--- config.mk ---
export PLATFORM = sky130hd
export DESIGN_NAME = reg_ctrl_master_flat
export DESIGN_NICKNAME = d
export VERILOG_FILES = /design/src/rtl/reg_bus_pkg.sv /design/src/rtl/reg_ctrl_master_if.sv /design/src/rtl/reg_ctrl_master.sv /design/src/flat_wrapper.sv
export SDC_FILE = /design/constraint.sdc
export NUM_CORES = 1
export LEC_CHECK = 0
export BUFFER_PORTS_ARGS = -buffer_cell sky130_fd_sc_hd__buf_4
export CAP_MARGIN = 20
export CORE_MARGIN = 4
export CORE_UTILIZATION = 50
export DETAILED_ROUTE_END_ITERATION = 16
export PLACE_DENSITY = 0.82
export SLEW_MARGIN = 10
export SYNTH_ARGS = -nofsm -noshare
export SYNTH_HDL_FRONTEND = slang
export SYNTH_SLANG_ARGS = --single-unit
export TNS_END_PERCENT = 10
--- constraint.sdc ---
create_clock -name clk -period 4.4 [get_ports clk]
set_input_delay 0.88 -clock clk [delete_from_list [all_inputs] [get_ports clk]]
set_output_delay 0.88 -clock clk [all_outputs]
set_load 0.01 [all_outputs]
--- src/rtl/reg_bus_pkg.sv ---
// Shared defaults and FSM state encoding for the register-bus initiator.
package reg_bus_pkg;
  localparam int ADDR_WIDTH = 8;
  localparam int DATA_WIDTH = 16;
  localparam logic [15:0] RESET_VAL = 16'h1234;

  typedef enum logic [1:0] {IDLE, REQ, RD_WAIT, RSP} reg_mst_state_e;
endpackage

--- src/rtl/reg_ctrl_master_if.sv ---
// Command, response and register-bus signals of one reg_ctrl_master instance.
interface reg_ctrl_master_if #(
  parameter int AW = reg_bus_pkg::ADDR_WIDTH,
  parameter int DW = reg_bus_pkg::DATA_WIDTH
) ();
  logic          cmd_valid;
  logic          cmd_ready;
  logic          cmd_wr;
  logic [AW-1:0] cmd_addr;
  logic [DW-1:0] cmd_wdata;
  logic          rsp_valid;
  logic          rsp_ready;
  logic [DW-1:0] rsp_rdata;
  logic          rsp_err;
  logic          sel;
  logic          wr;
  logic [AW-1:0] addr;
  logic [DW-1:0] wdata;
  logic [DW-1:0] rdata;
  logic          ready;

  modport master (
    input  cmd_valid, cmd_wr, cmd_addr, cmd_wdata, rsp_ready, rdata, ready,
    output cmd_ready, rsp_valid, rsp_rdata, rsp_err, sel, wr, addr, wdata
  );

  modport slave (
    output cmd_valid, cmd_wr, cmd_addr, cmd_wdata, rsp_ready, rdata, ready,
    input  cmd_ready, rsp_valid, rsp_rdata, rsp_err, sel, wr, addr, wdata
  );
endinterface

--- src/rtl/reg_ctrl_master.sv ---
// Single-outstanding initiator: turns upstream commands into sel/wr bus cycles
// and returns one response (read data or write ack, plus error) per command.
module reg_ctrl_master #(
  parameter int ADDR_WIDTH = reg_bus_pkg::ADDR_WIDTH,
  parameter int DATA_WIDTH = reg_bus_pkg::DATA_WIDTH,
  parameter int TIMEOUT    = 16
) (
  input  logic               clk,
  input  logic               rst,
  reg_ctrl_master_if.master  bus
);
  import reg_bus_pkg::*;

  localparam int TW = $clog2(TIMEOUT) + 1;

  reg_mst_state_e        r_state;
  logic [TW-1:0]         r_tcnt;
  logic                  r_sel;
  logic                  r_wr;
  logic [ADDR_WIDTH-1:0] r_addr;
  logic [DATA_WIDTH-1:0] r_wdata;
  logic                  r_rsp_valid;
  logic [DATA_WIDTH-1:0] r_rsp_rdata;
  logic                  r_rsp_err;

  assign bus.cmd_ready = (r_state == IDLE);
  assign bus.sel       = r_sel;
  assign bus.wr        = r_wr;
  assign bus.addr      = r_addr;
  assign bus.wdata     = r_wdata;
  assign bus.rsp_valid = r_rsp_valid;
  assign bus.rsp_rdata = r_rsp_rdata;
  assign bus.rsp_err   = r_rsp_err;

  always_ff @(posedge clk or posedge rst) begin
    if (rst) begin
      r_state     <= IDLE;
      r_tcnt      <= '0;
      r_sel       <= 1'b0;
      r_wr        <= 1'b0;
      r_addr      <= '0;
      r_wdata     <= '0;
      r_rsp_valid <= 1'b0;
      r_rsp_rdata <= '0;
      r_rsp_err   <= 1'b0;
    end else begin
      case (r_state)
        IDLE: begin
          if (bus.cmd_valid) begin
            r_wr    <= bus.cmd_wr;
            r_addr  <= bus.cmd_addr;
            r_wdata <= bus.cmd_wdata;
            r_sel   <= 1'b1;
            r_tcnt  <= '0;
            r_state <= REQ;
          end
        end
        REQ: begin
          if (bus.ready) begin
            if (r_wr) begin
              r_sel       <= 1'b0;
              r_wr        <= 1'b0;
              r_rsp_rdata <= '0;
              r_rsp_err   <= 1'b0;
              r_rsp_valid <= 1'b1;
              r_state     <= RSP;
            end else begin
              // sel stays high so the responder can re-arm during RD_WAIT
              r_state <= RD_WAIT;
            end
          end else if (r_tcnt == TW'(TIMEOUT - 1)) begin
            r_sel       <= 1'b0;
            r_wr        <= 1'b0;
            r_rsp_rdata <= '0;
            r_rsp_err   <= 1'b1;
            r_rsp_valid <= 1'b1;
            r_state     <= RSP;
          end else begin
            r_tcnt <= r_tcnt + TW'(1);
          end
        end
        RD_WAIT: begin
          // ready still high here means the responder skipped its re-arm cycle
          r_rsp_rdata <= bus.ready ? '0 : bus.rdata;
          r_rsp_err   <= bus.ready;
          r_sel       <= 1'b0;
          r_rsp_valid <= 1'b1;
          r_state     <= RSP;
        end
        RSP: begin
          if (bus.rsp_ready) begin
            r_rsp_valid <= 1'b0;
            r_state     <= IDLE;
          end
        end
        default: r_state <= IDLE;
      endcase
    end
  end
endmodule

--- src/flat_wrapper.sv ---
// flat-port wrapper written by rule: the top's interface ports become plain ports
module reg_ctrl_master_flat import reg_bus_pkg::*;
#(
  parameter int ADDR_WIDTH = reg_bus_pkg::ADDR_WIDTH,
  parameter int DATA_WIDTH = reg_bus_pkg::DATA_WIDTH,
  parameter int TIMEOUT    = 16
)
  (clk, rst, bus_cmd_valid, bus_cmd_wr, bus_cmd_addr, bus_cmd_wdata, bus_rsp_ready, bus_rdata, bus_ready, bus_cmd_ready, bus_rsp_valid, bus_rsp_rdata, bus_rsp_err, bus_sel, bus_wr, bus_addr, bus_wdata);
  reg_ctrl_master_if #(.AW(8), .DW(16)) bus_i ();
  input  logic clk;
  input  logic rst;
  input wire logic [$bits(bus_i.cmd_valid)-1:0] bus_cmd_valid;
  input wire logic [$bits(bus_i.cmd_wr)-1:0] bus_cmd_wr;
  input wire logic [$bits(bus_i.cmd_addr)-1:0] bus_cmd_addr;
  input wire logic [$bits(bus_i.cmd_wdata)-1:0] bus_cmd_wdata;
  input wire logic [$bits(bus_i.rsp_ready)-1:0] bus_rsp_ready;
  input wire logic [$bits(bus_i.rdata)-1:0] bus_rdata;
  input wire logic [$bits(bus_i.ready)-1:0] bus_ready;
  output wire logic [$bits(bus_i.cmd_ready)-1:0] bus_cmd_ready;
  output wire logic [$bits(bus_i.rsp_valid)-1:0] bus_rsp_valid;
  output wire logic [$bits(bus_i.rsp_rdata)-1:0] bus_rsp_rdata;
  output wire logic [$bits(bus_i.rsp_err)-1:0] bus_rsp_err;
  output wire logic [$bits(bus_i.sel)-1:0] bus_sel;
  output wire logic [$bits(bus_i.wr)-1:0] bus_wr;
  output wire logic [$bits(bus_i.addr)-1:0] bus_addr;
  output wire logic [$bits(bus_i.wdata)-1:0] bus_wdata;
  assign bus_i.cmd_valid = bus_cmd_valid;
  assign bus_i.cmd_wr = bus_cmd_wr;
  assign bus_i.cmd_addr = bus_cmd_addr;
  assign bus_i.cmd_wdata = bus_cmd_wdata;
  assign bus_i.rsp_ready = bus_rsp_ready;
  assign bus_i.rdata = bus_rdata;
  assign bus_i.ready = bus_ready;
  assign bus_cmd_ready = bus_i.cmd_ready;
  assign bus_rsp_valid = bus_i.rsp_valid;
  assign bus_rsp_rdata = bus_i.rsp_rdata;
  assign bus_rsp_err = bus_i.rsp_err;
  assign bus_sel = bus_i.sel;
  assign bus_wr = bus_i.wr;
  assign bus_addr = bus_i.addr;
  assign bus_wdata = bus_i.wdata;
  reg_ctrl_master #(.ADDR_WIDTH(ADDR_WIDTH), .DATA_WIDTH(DATA_WIDTH), .TIMEOUT(TIMEOUT)) u_core (.clk(clk), .rst(rst), .bus(bus_i));
endmodule
==> results of run 1 <==
==> kinds of logic (layout without fill, tap and decap cells) <==
kind of cell	after synthesis	in the layout	share of synthesized area, %
AO/OA/AOI/OAI	40	40	11.7
buffers and inverters	16	105	3.94
multiplexers	26	26	12.9
flip-flops	51	51	55.9
XOR/XNOR	1	1	0.384
AND/OR/NAND/NOR	60	60	11.3
adder cells (fa/ha/maj)	7	7	3.84
==> layout make-up <==
class,count,area (um^2)
clock buffers,5,68.8
clock inverters,3,43.8
fillers,335,1290
inverters,6,22.5
multi-input cells,134,917
flip-flops and latches,51,1280
well taps,52,65.1
repair buffers,91,696
==> critical path: stages (launching register included) <==
cell     delay [ns]
dfrtp_1        0.43
ha_1           0.25
and3_1         0.19
ha_1           0.20
mux2_4         0.29
o21ai_4        0.62
o21ai_0        0.21
==> Yosys cell counts (2+ instances only) <==
cell	number	share of area (%)
nand3_1	3	0.66
mux2_2	24	12
nor2b_1	2	0.55
nor2_1	6	0.99
buf_2	5	1.1
a21o_1	2	0.66
inv_1	6	0.99
o31ai_1	3	0.99
a31oi_1	2	0.55
nand2_1	41	6.7
a21oi_1	4	0.88
dfrtp_1	51	56
o21ai_2	6	2.3
ha_1	7	3.8
o21ai_0	18	3.9
buf_6	3	1.5
==> state kept, by name, summed over array words and instances (netlist names) <==
register and flops:
u_core.bus.rsp_rdata 16, u_core.bus.wr 1, u_core.bus.wdata 16, u_core.r_tcnt 5
u_core.bus.addr 8, u_core.bus.rsp_err 1, u_core.bus.sel 1, u_core.r_state 2
u_core.bus.rsp_valid 1
==> worst paths after layout <==
kind	start	slack [ns]	to	cells past startpoint
setup reg to reg	u_core.r_tcnt[0]$_DFFE_PP0P_	2.03	u_core.bus.rsp_rdata[3]$_DFFE_PP0P_	6
hold reg to reg	u_core.bus.rsp_rdata[2]$_DFFE_PP0P_	0.49	u_core.bus.rsp_rdata[2]$_DFFE_PP0P_	2
min in group asynchronous	rst	0.50	u_core.bus.rsp_rdata[10]$_DFFE_PP0P_	2
max in group asynchronous	rst	3.42	u_core.bus.rsp_err$_DFFE_PP0P_	3
setup / recovery	u_core.r_tcnt[0]$_DFFE_PP0P_	2.03	u_core.bus.rsp_rdata[3]$_DFFE_PP0P_	6
hold / removal	u_core.bus.rsp_rdata[2]$_DFFE_PP0P_	0.49	u_core.bus.rsp_rdata[2]$_DFFE_PP0P_	2
==> through the flow <==
stage / area [um^2] / cells / hold slack [ns] / setup WS, ns / utilization, %
after floorplan: 2280 / 201 / 0.477 / 2.29 / -
after global placement: 2960 / 333 / 0.462 / 2.06 / 67.4
after detailed placement: 2960 / 333 / 0.466 / 2.02 / 67.4
after CTS: 3070 / 341 / 0.487 / 2.00 / 70.0
after global routing: 3090 / 342 / 0.499 / 1.80 / 70.5
final: 3090 / 342 / 0.485 / 2.03 / 70.5
==> power breakdown <==
part	internal (mW)	switching, mW	leakage [nW]
registers	0.674	0.122	0.645
logic	0.490	0.499	0.820
clock network	0.169	0.150	0.0581
==> per-layer routing <==
layer	vias to the layer above	wire length, um
li1	861	-
met1	827	1860
met2	52	2500
met3	2	358
met4	0	19
met5	-	0
==> impl_metrics.ini, run 1 <==
[clock_network]
post_cts_resized = 0
cts_tree = built
clkLatencyLatePin_ns = 0.30
clkSinkCount = 51
ctsRootBufferMaster = clkbuf_8
h-tree-depth = 2
path_clk_slew_ns = 0.09
cts_max_path_buffers = 2
postCtsHoldBufs = 0
cts_buffers = 5
post-cts-setup-buffer-count = 0

[timing]
rsz0062_at_grt = no
finalSetupViolations = 0
max_slew_margin_pct = 35.8
hold_viol_final = 0
period_share_pct = 53.8
worstMarginPinSlew_ns = 0.961
final_max_slew_viol_count = 0
period_minus_slack_ns = 2.37
finClkSkew_ns = 0.00455
fmax_ghz = 0.422
final.setup.tns_ns = 0

[floorplan]
io_pins = 91
core_mm2 = 0.00438
fp.dieArea_mm2 = 0.00571
die_w_um = 75.6
row_count = 24
initial_core_util_pct = 52.1
die_h_um = 75.6

[global_routing]
grt_use_met1_pct = 21.4
grt_usage_pct = 17.0
busiest_layer = met2
grt_start_max_net_pins = 52
grt_pass1_vias = 1635
grt_pass1_wl_um = 7450
overflow = 0
grt_use_met2_pct = 29.3
met3_usage_pct = 4.75
antenna_found_initial = 0

[layout]
final_common_cell = buf_4
nets = 342
synthToLayoutAreaGrowth_pct = 35.3
mostFrequentLayoutCells = buf_4 (90), dfrtp_1 (51), nand2_1 (41)
diodes = 0
drive_gt1_share_pct = 46.6

[route]
vias_per_cell = 5.09
dr.pass1.iters = 4
wl_um = 4740
drcViolationCount = 0
ant_nets = 0
wire_per_inst_um = 13.9
via_count = 1742
drt_iter0_drc = 41

[placement]
io_buffer_count = 90
routabilityCongestion = 0.817
dp_hpwl_um = 3600

[synth]
ys_types = 34
syn_area_mm2 = 0.00228
ys_async_sr_fraction_pct = 100
yosys_warnings = 0
syn_nets = 254
synth-edff-count = 0
synth_ff_type = dfrtp_1
syn_area_per_cell_um2 = 11.4
ys_ff_latch = 51
ys_seq_area_share_pct = 55.9
syn_inst = 201

[flow_run]
cap_violations = 0

[worst_setup_path]
cp-start-kind = flop
critPathCaptureType = flop
cp.required_ns = 4.55
cp.arrival_ns = 2.52
worst-setup-path-type = reg -> reg
critPathMaxFanout = 34

[status]
status = complete, no violations

[power_and_ir_drop]
p_leak_nw = 1.52
finalPower_mw = 2.10
p_per_area_mw_per_mm2 = 681
ir_worst_vdd_mv = 0.400

[hold_path]
hold_path.class = reg -> reg
No activity file was read; power rests on OpenSTA's default activity.
==> inputs of run 2 (changes only) <==
CORE_UTILIZATION = 43   (was 50)
PLACE_DENSITY = 0.75   (was 0.82)
clock period = 1.9 ns   (was 4.4 ns; I/O delays follow)
==> run 2 against run 1 <==
  * First-iteration DRC count decreased by 4.9%
  * Wire length increased by 12%
  * Sequential power increased by 130%
  * Non-clock buffer count increased by 13
  * Die area increased by 14%
  * Combinational power increased to 3.2 times the previous value
  * Power increased to 2.7 times the previous value
  * Fmax increased by 26%
  * Final cell count increased by 9.1%
  * Critical path type unchanged
  * Largest cell class unchanged
==> impl_metrics.ini, run 2 (synthesis results as in run 1) <==
[clock_network]
clkSinkCount = 51
cts_tree = built
clkLatencyLatePin_ns = 0.30
cts_buffers = 5
path_clk_slew_ns = 0.09
ctsRootBufferMaster = clkbuf_8
h-tree-depth = 2
cts_max_path_buffers = 2

[worst_setup_path]
critPathCaptureType = flop
r2r_slack_ns = 0.01
cp-start-kind = flop
critPathMaxFanout = 9
timing.rr.start = u_core.r_tcnt[1]$_DFFE_PP0P_
worst-setup-path-type = reg -> reg
cp-startpoint = u_core.r_tcnt[1]$_DFFE_PP0P_
cp.required_ns = 2.13
cp.arrival_ns = 2.12

[floorplan]
io_pins = 91
fp.dieArea_mm2 = 0.00654
initial_core_util_pct = 44.4
row_count = 26
core_mm2 = 0.00514
die_h_um = 80.9
die_w_um = 80.9

[global_routing]
grt_start_max_net_pins = 35
antenna_found_initial = 0
grt_pass1_wl_um = 8070
overflow = 0
grt_pass1_vias = 1763
grt_usage_pct = 15.6

[layout]
nets = 355
drive_gt1_share_pct = 54.5
stdcell_count = 373
mostFrequentLayoutCells = buf_4 (96), dfrtp_1 (51), nand2_1 (31)
final_common_cell = buf_4
synthToLayoutAreaGrowth_pct = 46.9
diodes = 0
fin_area_mm2 = 0.00335

[placement]
postPlaceCellArea_mm2 = 0.00308
routabilityCongestion = 0.847
place_inst = 359
io_buffer_count = 90
dp_hpwl_um = 3790

[flow_run]
cap_violations = 0

[hold_path]
hold_path.class = in -> async

[route]
drt_iter0_drc = 39
drcViolationCount = 0
ant_nets = 0
vias_per_cell = 4.95
via_count = 1847
dr.pass1.iters = 4
wire_per_inst_um = 14.2
wl_um = 5310

[timing]
period_minus_slack_ns = 1.89
rsz0062_at_grt = yes
final_max_slew_viol_count = 0
worstMarginPinSlew_ns = 0.548
finClkSkew_ns = 0.00883
period_share_pct = 99.3
max_slew_margin_pct = 63.5
final.setup.tns_ns = 0
finalSetupViolations = 0
hold_viol_final = 0
fmax_ghz = 0.530

[power_and_ir_drop]
ir_worst_vdd_mv = 0.807
p_per_area_mw_per_mm2 = 1690
p_leak_nw = 1.63

[status]
status = complete, no violations
==> run 2: cell count changes in the layout (fill, tap and decap cells not counted), moves of 2 or more <==
cell       change
o21ai_0       -12
o21ai_2        +4
buf_12         +3
nand2_2       +10
o21ai_1        +8
buf_4          +6
ha_1           -2
clkbuf_8       +2
nand2_1       -10
clkbuf_16      +3
==> run 2: area by class of cell <==
class / count / area (um^2)
Fill cell: 446 / 1790
Sequential cell: 51 / 1280
Multi-Input combinational cell: 134 / 977
Timing Repair Buffer: 104 / 887
Clock buffer: 7 / 96.3
Tap cell: 70 / 87.6
Inverter: 6 / 22.5
Clock inverter: 1 / 7.51
==> run 2: through the flow <==
step / setup WS [ns] / utilization, % / hold WS [ns] / power [mW]
after floorplan: 0.0792 / - / 0.477 / 3.32
after global placement: 0.0944 / 59.9 / 0.419 / 4.31
after detailed placement: 0.0183 / 59.9 / 0.420 / 4.39
after CTS: 0.0106 / 61.9 / 0.0859 / 5.08
after global routing: -0.0437 / 65.3 / 0.0956 / 6.07
final: 0.0132 / 65.3 / 0.0803 / 5.67
==> run 2: worst paths after layout <==
kind                       depth (start not counted)                                   to
max                                                9  u_core.bus.rsp_rdata[6]$_DFFE_PP0P_
min                                                2      u_core.bus.wdata[0]$_DFFE_PP0P_
max reg2reg                                        9  u_core.bus.rsp_rdata[6]$_DFFE_PP0P_
min reg2reg                                        2  u_core.bus.rsp_rdata[2]$_DFFE_PP0P_
max in group asynchronous                          3            u_core.bus.wr$_DFFE_PP0P_
min in group clk                                   2      u_core.bus.wdata[4]$_DFFE_PP0P_
==> run 2: per-layer routing <==
| layer | GRT usage, % | vias to the layer above | part of all wire, % |
|---|---|---|---|
| met5 | 0 | - | 0 |
| met4 | 3.55 | 0 | 1.1 |
| met3 | 3.88 | 8 | 6.0 |
| met2 | 26.2 | 53 | 51 |
| met1 | 20.4 | 896 | 42 |
| li1 | - | 890 | - |
==> run 2: power by group <==
group	total (mW)	switching [mW]	internal, mW	leakage (nW)
Combinational	3.13	1.42	1.71	0.933
Sequential	1.86	0.303	1.56	0.645
Clock	0.674	0.343	0.332	0.0505
Total	5.67	2.06	3.60	1.63
==> run 2: critical path, stage by stage, from the launching register on <==
cell	delay, ns
dfrtp_1	0.39
ha_2	0.20
and3_4	0.19
ha_4	0.16
mux2_4	0.29
o21ai_4	0.17
buf_12	0.15
clkbuf_16	0.15
nand2_1	0.05
o21ai_1	0.07
==> run 2: timing repair <==
item | 4_1_cts | 5_1_grt
hold buffers | 0 | 0
resized for setup | 0 | 30
buffers inserted | 0 | 2
endpoints found under the setup margin | 0 | 24
==> inputs of run 3 (changes only) <==
CELL_PAD_IN_SITES_DETAIL_PLACEMENT = 0   (was not set)
CELL_PAD_IN_SITES_GLOBAL_PLACEMENT = 2   (was not set)
CORE_UTILIZATION = 26   (was 43)
PLACE_DENSITY = not set   (was 0.75)
PLACE_DENSITY_LB_ADDON = 0.1   (was not set)
==> run 3 against run 2 <==
  * The run now ends with setup timing left
  * Utilization down 25 points
  * Final area is 0.75% higher
  * Setup slack got worse by 0.031 ns
  * Largest power group unchanged
  * Largest cell class unchanged
  * Sequential cell count is the same
  * Via count fell by 1.7%
  * Worst hold slack got worse by 0.040 ns
  * Fmax shrank 1.6%
  * Die area grew 58%
  * Register-to-register slack got worse by 0.03 ns
==> impl_metrics.ini, run 3 (synthesis results as in run 1) <==
[clock_network]
ctsRootBufferMaster = clkbuf_8
cts_buffers = 5
h-tree-depth = 2
clkLatencyLatePin_ns = 0.30
cts_max_path_buffers = 2
postCtsHoldBufs = 0
cts_tree = built
clkSinkCount = 51
path_clk_slew_ns = 0.09

[worst_setup_path]
crit_buf_inv = 1
critPathMaxFanout = 9
r2r_slack_ns = -0.02
cpPeakStageDelay_ns = 0.40
cp.required_ns = 2.09
critPathCaptureType = flop
cp.arrival_ns = 2.11
cp_cell_sequence = ha_2, and3_4, ha_4, mux2_4, o21ai_4, clkbuf_16, o21ai_0
crit_family = flip-flops
slowest_stage = dfrtp_1
worst-setup-path-type = reg -> reg
worstReg2RegEnd = u_core.bus.rsp_rdata[3]$_DFFE_PP0P_
timing.rr.start = u_core.r_tcnt[1]$_DFFE_PP0P_
worst-r2r-cell-count = 7
cp-start-kind = flop

[placement]
routabilityCongestion = 0.695
postPlaceCellArea_mm2 = 0.00314
dp_hpwl_um = 4340
dp_slack_ns = 0.0360
io_buffer_count = 90

[timing]
period_share_pct = 101
fmax_ghz = 0.521
final.setup.tns_ns = -0.0843
finClkSkew_ns = 0.00477
finalSetupViolations = 11
max_slew_margin_pct = 75.2
period_minus_slack_ns = 1.92
hold_viol_final = 0
worstMarginPinSlew_ns = 0.370
hold-worst-slack_ns = 0.0406
fin_ws_ns = -0.0181
rsz0062_at_grt = yes
final_max_slew_viol_count = 0

[hold_path]
hold_path.class = in -> async

[route]
drt_iter0_drc = 27
vias_per_cell = 4.46
via_count = 1815
drcViolationCount = 0
dr.pass1.iters = 4
wire_per_inst_um = 14.7
ant_nets = 0
wl_um = 5980

[global_routing]
grt_pass1_vias = 1846
grt_usage_pct = 11.4
grt_start_max_net_pins = 38
antenna_found_initial = 0
overflow = 0
grt_pass1_wl_um = 9290

[floorplan]
core_mm2 = 0.00838
fp.dieArea_mm2 = 0.0103
row_count = 33
die_h_um = 102
initial_core_util_pct = 27.2
io_pins = 91
die_w_um = 102

[layout]
final_common_cell = buf_4
nets = 355
fill_cells = 841
drive_gt1_share_pct = 54.3
diodes = 0
mostFrequentLayoutCells = buf_4 (98), dfrtp_1 (50), nand2_1 (33)
fin_area_mm2 = 0.00338
synthToLayoutAreaGrowth_pct = 48.0

[status]
violations = setup timing
status = complete, but fails checks

[flow_run]
cap_violations = 0

[power_and_ir_drop]
p_per_area_mw_per_mm2 = 1650
p_leak_nw = 1.62
ir_worst_vdd_mv = 0.481
run 3: cell type report:
class / count / area (um^2) / share of cell area [%]
clock buffers: 6 / 72.6 / 2.15
repair buffers: 104 / 857 / 25.4
clock inverters: 1 / 30.0 / 0.889
well taps: 105 / 131 / 3.89
multi-input cells: 134 / 988 / 29.2
inverters: 6 / 22.5 / 0.666
flip-flops and latches: 51 / 1280 / 37.8
run 3: per-layer routing:
metal	global-route usage, %	routed length, um	vias to the layer above
li1	-	-	886
met1	14.7	2490	882
met2	19.1	3070	42
met3	2.82	373	5
met4	3.37	55	0
met5	0	0	-
run 3: per-stage QoR:
stage,utilization [%],total power [mW],std cells
2_1_floorplan,-,3.32,201
3_3_place_gp,37.4,4.45,396
3_5_place_dp,37.4,4.47,396
4_1_cts,38.6,5.23,403
5_1_grt,40.3,6.00,407
6_report,40.3,5.56,407
run 3: worst max path at each step:
stage | startpoint | to | slack, ns | cells after the start
finish | u_core.r_tcnt[1]$_DFFE_PP0P_ | u_core.bus.rsp_rdata[3]$_DFFE_PP0P_ | -0.02 | 7
global route | u_core.r_tcnt[1]$_DFFE_PP0P_ | u_core.bus.rsp_rdata[10]$_DFFE_PP0P_ | -0.09 | 8
CTS | u_core.r_tcnt[0]$_DFFE_PP0P_ | u_core.bus.rsp_rdata[6]$_DFFE_PP0P_ | 0.02 | 7
detailed placement | u_core.r_tcnt[0]$_DFFE_PP0P_ | u_core.bus.rsp_rdata[6]$_DFFE_PP0P_ | 0.04 | 7
global placement | u_core.r_tcnt[0]$_DFFE_PP0P_ | u_core.bus.rsp_rdata[7]$_DFFE_PP0P_ | 0.07 | 7
floorplan | u_core.r_tcnt[0]$_DFFE_PP0P_ | u_core.bus.rsp_rdata[3]$_DFFE_PP0P_ | 0.08 | 7
run 3: power breakdown:
part           internal [mW]  leakage, nW  switching, mW
Clock                  0.387       0.0513          0.365
Combinational           1.56        0.922           1.40
Sequential              1.56        0.644          0.289
run 3: what timing repair did:
item,in CTS,in global routing
setup buffers,0,1
resized for setup,0,29
setup endpoints to repair,0,23
hold endpoints to repair,0,0
